==> config.mk <==
export PLATFORM = sky130hd
export DESIGN_NAME = vga_text_gen
export DESIGN_NICKNAME = d
export VERILOG_FILES = /design/src/rtl/vga_text_gen.sv
export SDC_FILE = /design/constraint.sdc
export NUM_CORES = 1
export LEC_CHECK = 0
export ABC_CLOCK_PERIOD_IN_PS = 3460
export CORE_MARGIN = 10
export CORE_UTILIZATION = 50
export DETAILED_ROUTE_END_ITERATION = 8
export PLACE_DENSITY = 0.72
export SETUP_SLACK_MARGIN = 0.05
export SYNTH_ARGS = -nofsm -noshare
export SYNTH_HDL_FRONTEND = slang
export SYNTH_SLANG_ARGS = --single-unit
==> constraint.sdc <==
create_clock -name clock -period 3.46 [get_ports clock]
set_input_delay 0.692 -clock clock [delete_from_list [all_inputs] [get_ports clock]]
set_output_delay 0.692 -clock clock [all_outputs]
set_load 0.01 [all_outputs]
==> src/rtl/vga_text_gen.sv <==
// Text-mode VGA scan-out: timing counters, 8-cycle per-cell RAM/font fetch, 16-colour palette, blink.
// Optional underline cursor when VGA_TEXT_CURSOR_EN is defined.
module vga_text_gen #(
  parameter int   H_VISIBLE = 640,
  parameter int   H_FRONT   = 16,
  parameter int   H_SYNC    = 96,
  parameter int   H_BACK    = 48,
  parameter int   V_VISIBLE = 400,
  parameter int   V_FRONT   = 12,
  parameter int   V_SYNC    = 2,
  parameter int   V_BACK    = 35,
  parameter logic H_POL     = 1'b0,
  parameter logic V_POL     = 1'b1,
  parameter int   CHAR_H    = 16,
  parameter int   COLS      = 80,
  parameter int   ROWS      = 25,
  parameter int   ADDR_W    = 12
) (
  input  logic                         clock,
  input  logic                         reset_n,
  output logic [3:0]                   R,
  output logic [3:0]                   G,
  output logic [3:0]                   B,
  output logic                         HS,
  output logic                         VS,
  output logic [ADDR_W-1:0]            address,
  input  logic [15:0]                  data,
  output logic [8+$clog2(CHAR_H)-1:0]  font_address,
  input  logic [7:0]                   font_data,
  input  logic                         blink_mode,
  output logic                         frame_start
`ifdef VGA_TEXT_CURSOR_EN
  ,
  input  logic [7:0]                   cursor_x,
  input  logic [5:0]                   cursor_y
`endif
);
  localparam int H_TOTAL = H_VISIBLE + H_FRONT + H_SYNC + H_BACK;
  localparam int V_TOTAL = V_VISIBLE + V_FRONT + V_SYNC + V_BACK;
  localparam int XW  = $clog2(H_TOTAL);
  localparam int YW  = $clog2(V_TOTAL);
  localparam int CW  = $clog2(CHAR_H);
  localparam int FPW = XW + 1;
  localparam int FCW = FPW - 3;

  logic [XW-1:0]     r_x;
  logic [YW-1:0]     r_y;
  logic [4:0]        r_frame;
  logic [ADDR_W-1:0] r_addr, r_row_base;
  logic [8+CW-1:0]   r_font_addr;
  logic [7:0]        r_attr_hold, r_font_hold, r_shift, r_attr;
  logic [3:0]        r_r, r_g, r_b;
  logic              r_hs, r_vs, r_fs;

  logic           w_x_last, w_y_last, w_tail, w_fact, w_vis, w_hide, w_cur;
  logic [FPW-1:0] w_fpos;
  logic [2:0]     w_fphase;
  logic [FCW-1:0] w_fcol;
  logic [YW-1:0]  w_fy;
  logic [3:0]     w_fg, w_bg, w_idx;

  assign w_x_last = (r_x == XW'(H_TOTAL - 1));
  assign w_y_last = (r_y == YW'(V_TOTAL - 1));

  // Fetch position runs 8 cycles ahead of the pixel position; the last 8
  // cycles of a line fetch column 0 of the following line.
  assign w_tail   = (r_x >= XW'(H_TOTAL - 8));
  assign w_fpos   = w_tail ? ({1'b0, r_x} - FPW'(H_TOTAL - 8)) : ({1'b0, r_x} + FPW'(8));
  assign w_fphase = w_fpos[2:0];
  assign w_fcol   = w_fpos[FPW-1:3];
  assign w_fy     = w_tail ? (w_y_last ? '0 : r_y + YW'(1)) : r_y;
  assign w_fact   = (w_fcol < FCW'(COLS)) && (w_fy < YW'(V_VISIBLE));

  assign w_vis  = (r_x < XW'(H_VISIBLE)) && (r_y < YW'(V_VISIBLE));
  assign w_fg   = r_attr[3:0];
  assign w_bg   = {r_attr[7] & ~blink_mode, r_attr[6:4]};
  assign w_hide = blink_mode & r_attr[7] & ~r_frame[4];

`ifdef VGA_TEXT_CURSOR_EN
  logic [7:0] r_cur_x;
  logic [5:0] r_cur_y;

  always_ff @(posedge clock or negedge reset_n) begin
    if (!reset_n) begin
      r_cur_x <= '0;
      r_cur_y <= '0;
    end else if (r_x == '0 && r_y == '0) begin
      r_cur_x <= cursor_x;
      r_cur_y <= cursor_y;
    end
  end

  assign w_cur = r_frame[3] && (r_y[CW-1:0] >= CW'(CHAR_H - 2)) &&
                 (16'(r_x[XW-1:3]) == 16'(r_cur_x)) &&
                 (16'(r_y[YW-1:CW]) == 16'(r_cur_y));
`else
  assign w_cur = 1'b0;
`endif

  assign w_idx = (w_cur || (r_shift[7] && !w_hide)) ? w_fg : w_bg;

  function automatic logic [3:0] lvl(input logic c, input logic hi);
    return c ? (hi ? 4'hF : 4'hA) : (hi ? 4'h5 : 4'h0);
  endfunction

  function automatic logic [11:0] pal(input logic [3:0] i);
    logic [3:0] r, g, b;
    r = lvl(i[2], i[3]);
    g = (i == 4'd6) ? 4'h5 : lvl(i[1], i[3]);
    b = lvl(i[0], i[3]);
    return {r, g, b};
  endfunction

  always_ff @(posedge clock or negedge reset_n) begin
    if (!reset_n) begin
      r_x     <= '0;
      r_y     <= '0;
      r_frame <= '0;
    end else begin
      r_x <= w_x_last ? '0 : r_x + XW'(1);
      if (w_x_last) begin
        r_y <= w_y_last ? '0 : r_y + YW'(1);
        if (w_y_last) r_frame <= r_frame + 5'd1;
      end
    end
  end

  always_ff @(posedge clock or negedge reset_n) begin
    if (!reset_n) begin
      r_addr      <= '0;
      r_font_addr <= '0;
      r_attr_hold <= '0;
      r_font_hold <= '0;
      r_shift     <= '0;
      r_attr      <= '0;
      r_row_base  <= '0;
    end else begin
      if (w_fact) begin
        case (w_fphase)
          3'd0: r_addr <= r_row_base + ADDR_W'(w_fcol);
          3'd1: begin
            r_font_addr <= {data[7:0], w_fy[CW-1:0]};
            r_attr_hold <= data[15:8];
          end
          3'd2: r_font_hold <= font_data;
          default: ;
        endcase
      end
      if (w_fact && w_fphase == 3'd7) begin
        r_shift <= r_font_hold;
        r_attr  <= r_attr_hold;
      end else begin
        r_shift <= {r_shift[6:0], 1'b0};
      end
      // Line fetches are done by H_VISIBLE; advance the base for the next line here.
      if (r_x == XW'(H_VISIBLE)) begin
        if (w_y_last)
          r_row_base <= '0;
        else if (32'(r_y[YW-1:CW]) < ROWS && r_y[CW-1:0] == '1)
          r_row_base <= r_row_base + ADDR_W'(COLS);
      end
    end
  end

  always_ff @(posedge clock or negedge reset_n) begin
    if (!reset_n) begin
      {r_r, r_g, r_b} <= '0;
      r_hs <= ~H_POL;
      r_vs <= ~V_POL;
      r_fs <= 1'b0;
    end else begin
      {r_r, r_g, r_b} <= w_vis ? pal(w_idx) : 12'h000;
      r_hs <= (r_x >= XW'(H_VISIBLE + H_FRONT) && r_x < XW'(H_VISIBLE + H_FRONT + H_SYNC))
              ? H_POL : ~H_POL;
      r_vs <= (r_y >= YW'(V_VISIBLE + V_FRONT) && r_y < YW'(V_VISIBLE + V_FRONT + V_SYNC))
              ? V_POL : ~V_POL;
      r_fs <= (r_x == '0) && (r_y == '0);
    end
  end

  assign R            = r_r;
  assign G            = r_g;
  assign B            = r_b;
  assign HS           = r_hs;
  assign VS           = r_vs;
  assign address      = r_addr;
  assign font_address = r_font_addr;
  assign frame_start  = r_fs;
endmodule

==> Word level (Yosys, flattened, before mapping) <==
Cells that the tools add are included.
{ "totals": {"register_bits": 107, "input_bits": 27, "out_inout_bits": 39, "elab_cells": 81} }
{ "op_classes": {"n_addsub": 7, "order_cmp": 10, "eq_ne": 8, "mux": 17, "bitwise": 5, "reduce_logical": 18} }
{ "ops": {"columns": ["cell", "n"], "rows": [
  ["two-way mux 12 bit", 3],
  ["< comparator 9 bit, second input constant", 3],
  ["== test 10 bit, second input constant", 2],
  ["greater-or-equal comparator 10 bit, second input constant", 2],
  ["< comparator 10 bit, second input constant", 2],
  ["two-way mux 4 bit", 5],
  ["two-way mux 9 bit", 2],
  ["adder 12 x 7 -> 12 bit, second input constant", 1],
  ["adder 12 x 8 -> 12 bit", 1],
  ["adder 10 x 4 -> 11 bit, second input constant", 1],
  ["two-way mux 11 bit", 1],
  ["subtractor 10 x 10 -> 11 bit, second input constant", 1],
  ["adder 10 x 1 -> 10 bit, second input constant", 1],
  ["logical NOT 10 bit", 1],
  ["two-way mux 10 bit", 1],
  ["AND reduction 2 bit", 5],
  ["adder 9 x 1 -> 9 bit, second input constant", 1],
  ["== test 9 bit, second input constant", 1],
  ["greater-or-equal comparator 9 bit, second input constant", 1],
  ["logical NOT 9 bit", 1],
  ["logical AND 1 bit", 8],
  ["< comparator 8 x 7 -> 1 bit, second input constant", 1],
  ["two-way mux 8 bit", 1],
  ["two-way mux 3 bit", 2],
  ["13 further kinds", 17]
]} }

==> Longest topological paths before layout <==
Gate-level depths: netlist (run 1).
{ "depth": {"depth_word": 9, "ltp_mapped": 12, "ltp_nobuf": 11} }

==> Worst setup path after synthesis (run 1) <==
Ideal clock, no wire load.
{ "synth_path": {"path_type": "register to register", "from": "register r_x[7]", "to": "register r_addr[8], in the netlist address[8]", "setup_time_ns": 0.125, "arrival_time_ns": 2.710, "required_time_ns": 3.335, "path_slack_ns": 0.625, "path_stages_with_launch": 13, "path_buffers": 2, "synth_period_minus_slack_ns": 2.835, "cell_sequence": "dfrtp_1 > buf_4 > or3_1 > buf_2 > a31o_2 > a31oi_2 > ha_1 > a21oi_1 > o21bai_1 > a21oi_1 > o41ai_1 > xor2_1 > mux2_4"} }
{ "synth_between": {"elab_chain_len": 5, "elab_cells_between_ends": 11, "classes_between": "3 x add/sub; 3 x order compare; 2 x mux; 3 x reduce/logical"} }
{ "synth_rtl": {"columns": ["element", "line_no", "rtl"], "rows": [
  ["start, declared", "46", "logic [XW-1:0] r_x;"],
  ["start signal, assigned", "120", "r_x <= w_x_last ? '0 : r_x + XW'(1);"],
  ["adder 10 x 4 -> 11 bit (tied with other cells)", "68", "assign w_fpos = w_tail ? ({1'b0, r_x} - FPW'(H_TOTAL - 8)) : ({1'b0, r_x} + FPW'(8));"],
  ["two-way mux 11 bit / two-way mux 9 bit (equally long branches)", "68, 71", null],
  ["< comparator 8 x 7 -> 1 bit / < comparator 9 bit (equally long branches)", "72", "assign w_fact = (w_fcol < FCW'(COLS)) && (w_fy < YW'(V_VISIBLE));"],
  ["logical AND 1 bit", "72", null],
  ["AND reduction 2 bit (no source line)", null, null],
  ["end signal, assigned", "140", "3'd0: r_addr <= r_row_base + ADDR_W'(w_fcol);"],
  ["end, declared", "49", "logic [ADDR_W-1:0] r_addr, r_row_base;"]
]} }
Several ways; a longest one is shown, not always the timed one.
A chain may end at the register's enable or synchronous reset.

==> Worst setup path in the final report (run 1) <==
{ "layout_path": {"from": "register r_x[6]", "to": "register r_addr[8], in the netlist address[8]"} }
The elaborated chain is that of the path after synthesis.

==> results.py, run 1 <==
metrics = {
    "routing": {
        "drt-pass1-iter-count": 4,
        "drc": 0,
        "wl_mm": 10.4,
        "via_count": 3487,
        "drtAntennaViolNets": 0,
        "avgRoutedWirePerCell_microns": 16.3,
        "vias_per_cell": 5.46,
        "drt-initial-drc-count": 247,
    },
    "sta": {
        "grt_setup_unrepaired": "no",
        "fin_crit_sh": 0.909,
        "slew_viol_final": 0,
        "setup_slack_ns": 0.315,
        "setup_viol": 0,
        "fmax_mhz": 318,
        "finClkSkew_ns": 0.0163,
        "hold_viol": 0,
        "min_period_ns": 3.14,
        "fin_setup_tns_ns": 0,
        "worstMarginPinSlew_ns": 0.802,
        "slew_headroom": 0.466,
    },
    "cts": {
        "htree_levels": 3,
        "cts.path.max_buffers": 2,
        "cts_setup_buffers": 0,
        "cts-root-buf": "clkbuf_8",
        "clkTransAtPathRegs_ns": 0.09,
        "clock_sinks": 96,
        "tritoncts": "done",
        "cts_hold_buf": 0,
        "cts_resized": 0,
        "numCtsBuffers": 9,
        "clk_latency_ns": 0.38,
    },
    "yosys": {
        "async_reset_ff_frac": 1.00,
        "netlist_top_cells_area": "dfrtp_1, mux2_4, mux2_2, ha_1, o21ai_0",
        "yosysTopAreaCell": "dfrtp_1",
        "yosys_warnings": 0,
        "syn_nets": 484,
        "synthCells": 442,
        "ys.flop_type": "dfrtp_1",
        "synth_area_sq_um": 5100,
        "yosysSeqAreaShare": 0.471,
        "synth_top_area_share": 0.466,
        "synth_seq_cells": 96,
        "syn_area_per_cell_sq_um": 11.5,
        "synth_edf_count": 0,
        "synth.distinct_cells": 67,
    },
    "power": {
        "pwr-share-clk": 0.391,
        "leakage_nw": 2.72,
        "p_per_area_nw_per_um2": 357,
        "share_seq_of_total_power": 0.542,
        "peakVddDrop_mv": 0.186,
        "p_comb_frac": 0.067,
        "p_sw_mw": 0.482,
        "cell_internal_pwr_mw": 1.67,
        "p_sw_frac": 0.224,
    },
    "worst_setup_path": {
        "crit_type": "reg2reg",
        "cp-start-kind": "flop",
        "required_ns": 3.73,
        "critPathArrivalTime_ns": 3.41,
        "worstSetupEndpointType": "flop",
        "path_max_fanout": 12,
    },
    "die": {
        "die_x_microns": 121,
        "ios": 66,
        "start_util": 0.518,
        "core_area_sq_um": 9860,
        "die_y_microns": 121,
        "num_rows": 36,
        "die_area_sq_um": 14700,
    },
    "worst_hold_path": {
        "min_path_type": "in2async",
    },
    "run": {
        "drv.max_cap_violation_count": 0,
    },
    "global_routing": {
        "grt_util_all_layers": 0.148,
        "grt_pass1_vias": 3536,
        "antenna_found_initial": 0,
        "overflow": 0,
        "grt_pass1_wl_mm": 17.7,
        "grt_max_degree": 60,
    },
    "placement": {
        "gp_congestion": 0.925,
        "hpwlAfterDp_mm": 7.77,
        "numPortBuffers": 65,
        "dp_worst_setup_slack_ns": 0.358,
    },
    "cells_and_area": {
        "area_growth_pct": 18.1,
        "nets": 543,
        "layout-drive-gt1-share": 0.192,
        "fillCellCount": 784,
        "n_antenna_cell": 0,
    },
    "run_status": {
        "status": "finished clean",
    },
}
-- layer usage --
layer	wire, microns	vias to the layer above	GRT usage
met4	196	0	0.0649
met5	0	-	0
met2	5030	79	0.238
met1	4660	1701	0.188
li1	-	1693	-
met3	527	14	0.0293
-- cells in the mapped netlist (2+ instances only) --
| library cell | n |
|---|---|
| nand2b_1 | 5 |
| o211ai_1 | 4 |
| o21bai_1 | 3 |
| mux2i_1 | 6 |
| nand3_1 | 10 |
| o22ai_1 | 2 |
| o41ai_1 | 3 |
| nand3b_1 | 2 |
| nand2_1 | 33 |
| buf_6 | 4 |
| buf_2 | 4 |
| nor2_1 | 30 |
| mux2_4 | 31 |
| and3_1 | 5 |
| inv_1 | 15 |
| or3_1 | 5 |
| nor2b_1 | 2 |
| buf_4 | 15 |
| a21o_1 | 2 |
| dfrtp_1 | 95 |
| o21ai_0 | 26 |
| and4_1 | 3 |
| ha_1 | 15 |
| xnor2_1 | 12 |
| nor3_1 | 4 |
| xor2_1 | 13 |
| a22o_1 | 2 |
| a21oi_1 | 11 |
| o2111ai_2 | 2 |
| and2_1 | 5 |
| mux2_2 | 24 |
| a31oi_1 | 5 |
| nand4_1 | 10 |
-- cell usage in the layout (no fill, tap or decap), drive strengths merged, types with 2 or more instances in the layout --
cell	instances
nand2b	5
xor2	13
clkbuf	11
buf	10
a31oi	6
o211ai	5
xnor2	12
ha	15
nand3	10
o41ai	3
nor3	5
o22ai	2
a21oi	11
inv	18
a22o	2
mux2	55
dfrtp	95
clkdlybuf4s50	64
mux2i	6
o21bai	3
a211oi	2
o21ai	27
nor2b	2
and3	6
nand3b	2
a32oi	2
and2	5
nand4	10
a21o	2
nor2	30
bufinv	2
or3	5
and4	3
nor4	3
nand2	33
o2111ai	3
-- metrics by stage --
step | cell area (sq um) | instances | hold slack, ns | power, mW | utilization
floorplan | 5100 | 442 | 0.396 | 1.25 | -
detailed placement | 5800 | 623 | 0.463 | 1.34 | 0.588
finish | 6030 | 639 | 0.371 | 2.15 | 0.611
CTS | 6030 | 639 | 0.403 | 2.18 | 0.611
global route | 6030 | 639 | 0.438 | 2.23 | 0.611
global placement | 5800 | 623 | 0.459 | 1.33 | 0.588
-- worst max-delay path, stage by stage (launching register included) --
cell and delay, ns:
dfrtp_1 0.51, or3_1 0.51, a31o_2 0.26, a31oi_2 0.27, ha_1 0.33, a21oi_1 0.20
o21bai_1 0.12, a21oi_1 0.27, o41ai_1 0.15, xor2_1 0.16, mux2_4 0.27
-- state kept, by name, summed over array words and instances (netlist names) --
| signal | flops |
|---|---|
| r_y | 9 |
| r_frame | 5 |
| R | 1 |
| r_row_base | 8 |
| frame_start | 1 |
| r_shift | 8 |
| r_attr_hold | 8 |
| G | 2 |
| r_attr | 8 |
| HS | 1 |
| r_x | 10 |
| B | 2 |
| address | 12 |
| font_address | 12 |
| r_font_hold | 8 |
| VS | 1 |
-- kinds of logic (layout without fill, tap and decap cells) --
family	after synthesis	in the layout	synth area share
DFF	96	96	0.471
xor gates and xnor gates	25	25	0.0429
other	1	1	0.000735
muxes	61	61	0.156
adders and majority gates	15	15	0.0368
AOI/OAI and AO/OA	79	79	0.115
buffers and inverters	42	106	0.0510
and+or+nand+nor	123	123	0.126
-- final cells by class --
cell class                      count  area, sq um  area share
Tap cell                          133          166      0.0276
Inverter                           16         60.1     0.00996
Timing Repair Buffer               74          728       0.121
Multi-Input combinational cell    304         2440       0.405
Sequential cell                    96         2400       0.399
Clock inverter                      5         86.3      0.0143
Clock buffer                       11          141      0.0235
-- final timing paths --
path / start / to / slack [ns] / cells after the start
setup / recovery: r_x[6] / address[8] / 0.32 / 10
hold / removal: reset_n / r_x[9] / 0.37 / 1
setup reg to reg: r_x[6] / address[8] / 0.32 / 10
hold reg to reg: r_shift[5] / r_shift[6] / 0.48 / 1
max in group asynchronous: reset_n / r_x[6] / 2.31 / 2
min in group clock: r_shift[5] / r_shift[6] / 0.48 / 1
-- power by group through the flow --
stage	sequential [mW]	combinational (mW)	clock, mW
3_3_place_gp	1.19	0.144	0
4_1_cts	1.17	0.148	0.864
3_5_place_dp	1.19	0.148	0
2_1_floorplan	1.19	0.0548	0
6_report	1.17	0.144	0.842
5_1_grt	1.17	0.158	0.903
Note: power is estimated with default switching activity, not from simulation.
==> inputs of run 2 (changes only) <==
ABC_CLOCK_PERIOD_IN_PS = 2990   (was 3460)
clock period = 2.99 ns   (was 3.46 ns; I/O delays follow)
==> run 2 against run 1 <==
Global-route usage down 0.60 points. Final area up 0.60%. Count of clock-buffer cells in the layout down 2. Clock skew down 0.0036 ns. Fmax up 12%. First-iteration DRC count down 23%. Die area unchanged. Core utilization up 0.37 points. Combinational power up 17%. Setup slack worse by 0.12 ns. Critical endpoint is now r_attr_hold[7]. Largest power group unchanged. Highest routed layer unchanged.
==> results.py, run 2 (synthesis results as in run 1) <==
metrics = {
    "sta": {
        "slew_viol_final": 0,
        "min_period_ns": 2.80,
        "fin_setup_tns_ns": 0,
        "finClkSkew_ns": 0.0127,
        "slew_headroom": 0.601,
        "hold_viol": 0,
        "grt_setup_unrepaired": "no",
        "fin_crit_sh": 0.936,
        "setup_viol": 0,
        "fmax_mhz": 357,
        "worstMarginPinSlew_ns": 0.593,
    },
    "worst_setup_path": {
        "slowest_delay_ns": 0.47,
        "path_cells": "ha_1 > nand3_1 > a2bb2o_2 > a21o_1 > a211o_2 > buf_4 > o2111ai_2 > buf_6 > mux2_4",
        "r2r-start": "r_y[0]",
        "reg2reg_to": "r_attr_hold[7]",
        "reg2reg_slack_ns": 0.19,
        "path_max_fanout": 20,
        "critPathArrivalTime_ns": 3.07,
        "endpoint": "r_attr_hold[7]",
        "cp-start-kind": "flop",
        "crit_family": "compound AO/OA/AOI/OAI gates",
        "worstSetupEndpointType": "flop",
        "r2r_cells": 9,
        "crit_start": "r_y[0]",
        "required_ns": 3.26,
        "crit_buf_inv": 2,
        "crit_slowest_cell": "dfrtp_1",
        "crit_type": "reg2reg",
        "cp.depth": 9,
    },
    "routing": {
        "via_count": 3503,
        "drt-initial-drc-count": 191,
        "drtAntennaViolNets": 0,
        "vias_per_cell": 5.43,
        "drt-pass1-iter-count": 4,
        "wl_mm": 10.2,
        "drc": 0,
        "avgRoutedWirePerCell_microns": 15.7,
    },
    "cts": {
        "htree_levels": 3,
        "cts.path.max_buffers": 2,
        "clk_latency_ns": 0.38,
        "numCtsBuffers": 9,
        "cts-root-buf": "clkbuf_8",
        "tritoncts": "done",
        "cts_hold_buf": 0,
        "clock_sinks": 96,
        "cts_setup_buffers": 0,
        "cts_resized": 1,
        "clkTransAtPathRegs_ns": 0.10,
    },
    "cells_and_area": {
        "stdcell_count": 645,
        "n_antenna_cell": 0,
        "area_growth_pct": 18.8,
        "final_cell_mix": "dfrtp_1, clkdlybuf4s50_1, nand2_1, mux2_4, nor2_1",
        "fillCellCount": 783,
        "nets": 549,
        "mostFrequentLayoutCell": "dfrtp_1",
        "layout-drive-gt1-share": 0.211,
    },
    "die": {
        "num_rows": 36,
        "ios": 66,
        "start_util": 0.518,
        "die_y_microns": 121,
        "die_area_sq_um": 14700,
        "die_x_microns": 121,
        "core_area_sq_um": 9860,
    },
    "power": {
        "p_per_area_nw_per_um2": 383,
        "p_comb_frac": 0.072,
        "design_power_total_mw": 2.33,
        "p_sw_frac": 0.246,
        "peakVddDrop_mv": 0.198,
        "share_seq_of_total_power": 0.581,
        "p_sw_mw": 0.573,
        "leakage_nw": 2.74,
        "pwr-share-clk": 0.347,
        "cell_internal_pwr_mw": 1.75,
    },
    "global_routing": {
        "grt_pass1_vias": 3463,
        "grt_max_degree": 43,
        "grt_pass1_wl_mm": 17.0,
        "antenna_found_initial": 0,
        "grt_util_all_layers": 0.142,
        "overflow": 0,
    },
    "placement": {
        "hpwlAfterDp_mm": 7.58,
        "gp_congestion": 0.865,
        "place_inst": 629,
        "numPortBuffers": 65,
    },
    "run_status": {
        "status": "finished clean",
    },
    "worst_hold_path": {
        "min_path_type": "in2async",
    },
    "run": {
        "drv.max_cap_violation_count": 0,
    },
}
-- run 2: cell types whose count changed in the layout (fill, tap and decap cells not counted), moves of 2 or more --
cell | previous run | this run
buf_4 | 9 | 14
a21oi_1 | 11 | 9
a21oi_2 | 0 | 2
bufinv_16 | 2 | 0
-- run 2: power groups by stage --
stage / combinational (mW) / sequential [mW] / clock (mW)
CTS: 0.172 / 1.35 / 0.837
detailed placement: 0.172 / 1.38 / 0
global route: 0.183 / 1.36 / 0.888
global placement: 0.168 / 1.37 / 0
floorplan: 0.0634 / 1.38 / 0
finish: 0.168 / 1.35 / 0.808
-- run 2: per-stage QoR --
step	utilization	hold slack (ns)	instance area, sq um	setup slack [ns]
2_1_floorplan	-	0.302	5100	0.155
5_1_grt	0.615	0.230	6060	0.0631
3_3_place_gp	0.592	0.458	5840	0.143
6_report	0.615	0.210	6060	0.190
3_5_place_dp	0.592	0.464	5840	0.0326
4_1_cts	0.611	0.203	6030	0.0532
-- run 2: metal layers --
metal / up-vias / track usage / part of all wire
met3: 16 / 0.0386 / 0.069
met2: 95 / 0.219 / 0.46
li1: 1705 / - / -
met4: 0 / 0.0626 / 0.019
met5: - / 0 / 0
met1: 1687 / 0.182 / 0.45
-- run 2: worst min-delay path by stage --
stage / depth (start not counted) / slack (ns) / to
final: 1 / 0.21 / address[2]
after global routing: 1 / 0.23 / r_frame[0]
after CTS: 1 / 0.20 / r_frame[0]
after detailed placement: 1 / 0.46 / r_shift[4]
after global placement: 1 / 0.46 / r_shift[4]
after floorplan: 0 / 0.30 / B[1]
-- run 2: cell type report --
| type | count | area, sq um | share of cell area |
|---|---|---|---|
| Tap cell | 133 | 166 | 0.0274 |
| Timing Repair Buffer | 80 | 777 | 0.128 |
| Clock buffer | 9 | 124 | 0.0204 |
| Inverter | 16 | 60.1 | 0.00991 |
| Clock inverter | 7 | 60.1 | 0.00991 |
| Multi-Input combinational cell | 304 | 2470 | 0.408 |
| Sequential cell | 96 | 2400 | 0.397 |
==> inputs of run 3 (changes only) <==
CTS_CLUSTER_DIAMETER = 120   (was default)
GPL_ROUTABILITY_DRIVEN = 1   (was default)
==> results of run 3 <==
Final layout, timing and power as in run 2 (identical DEF).
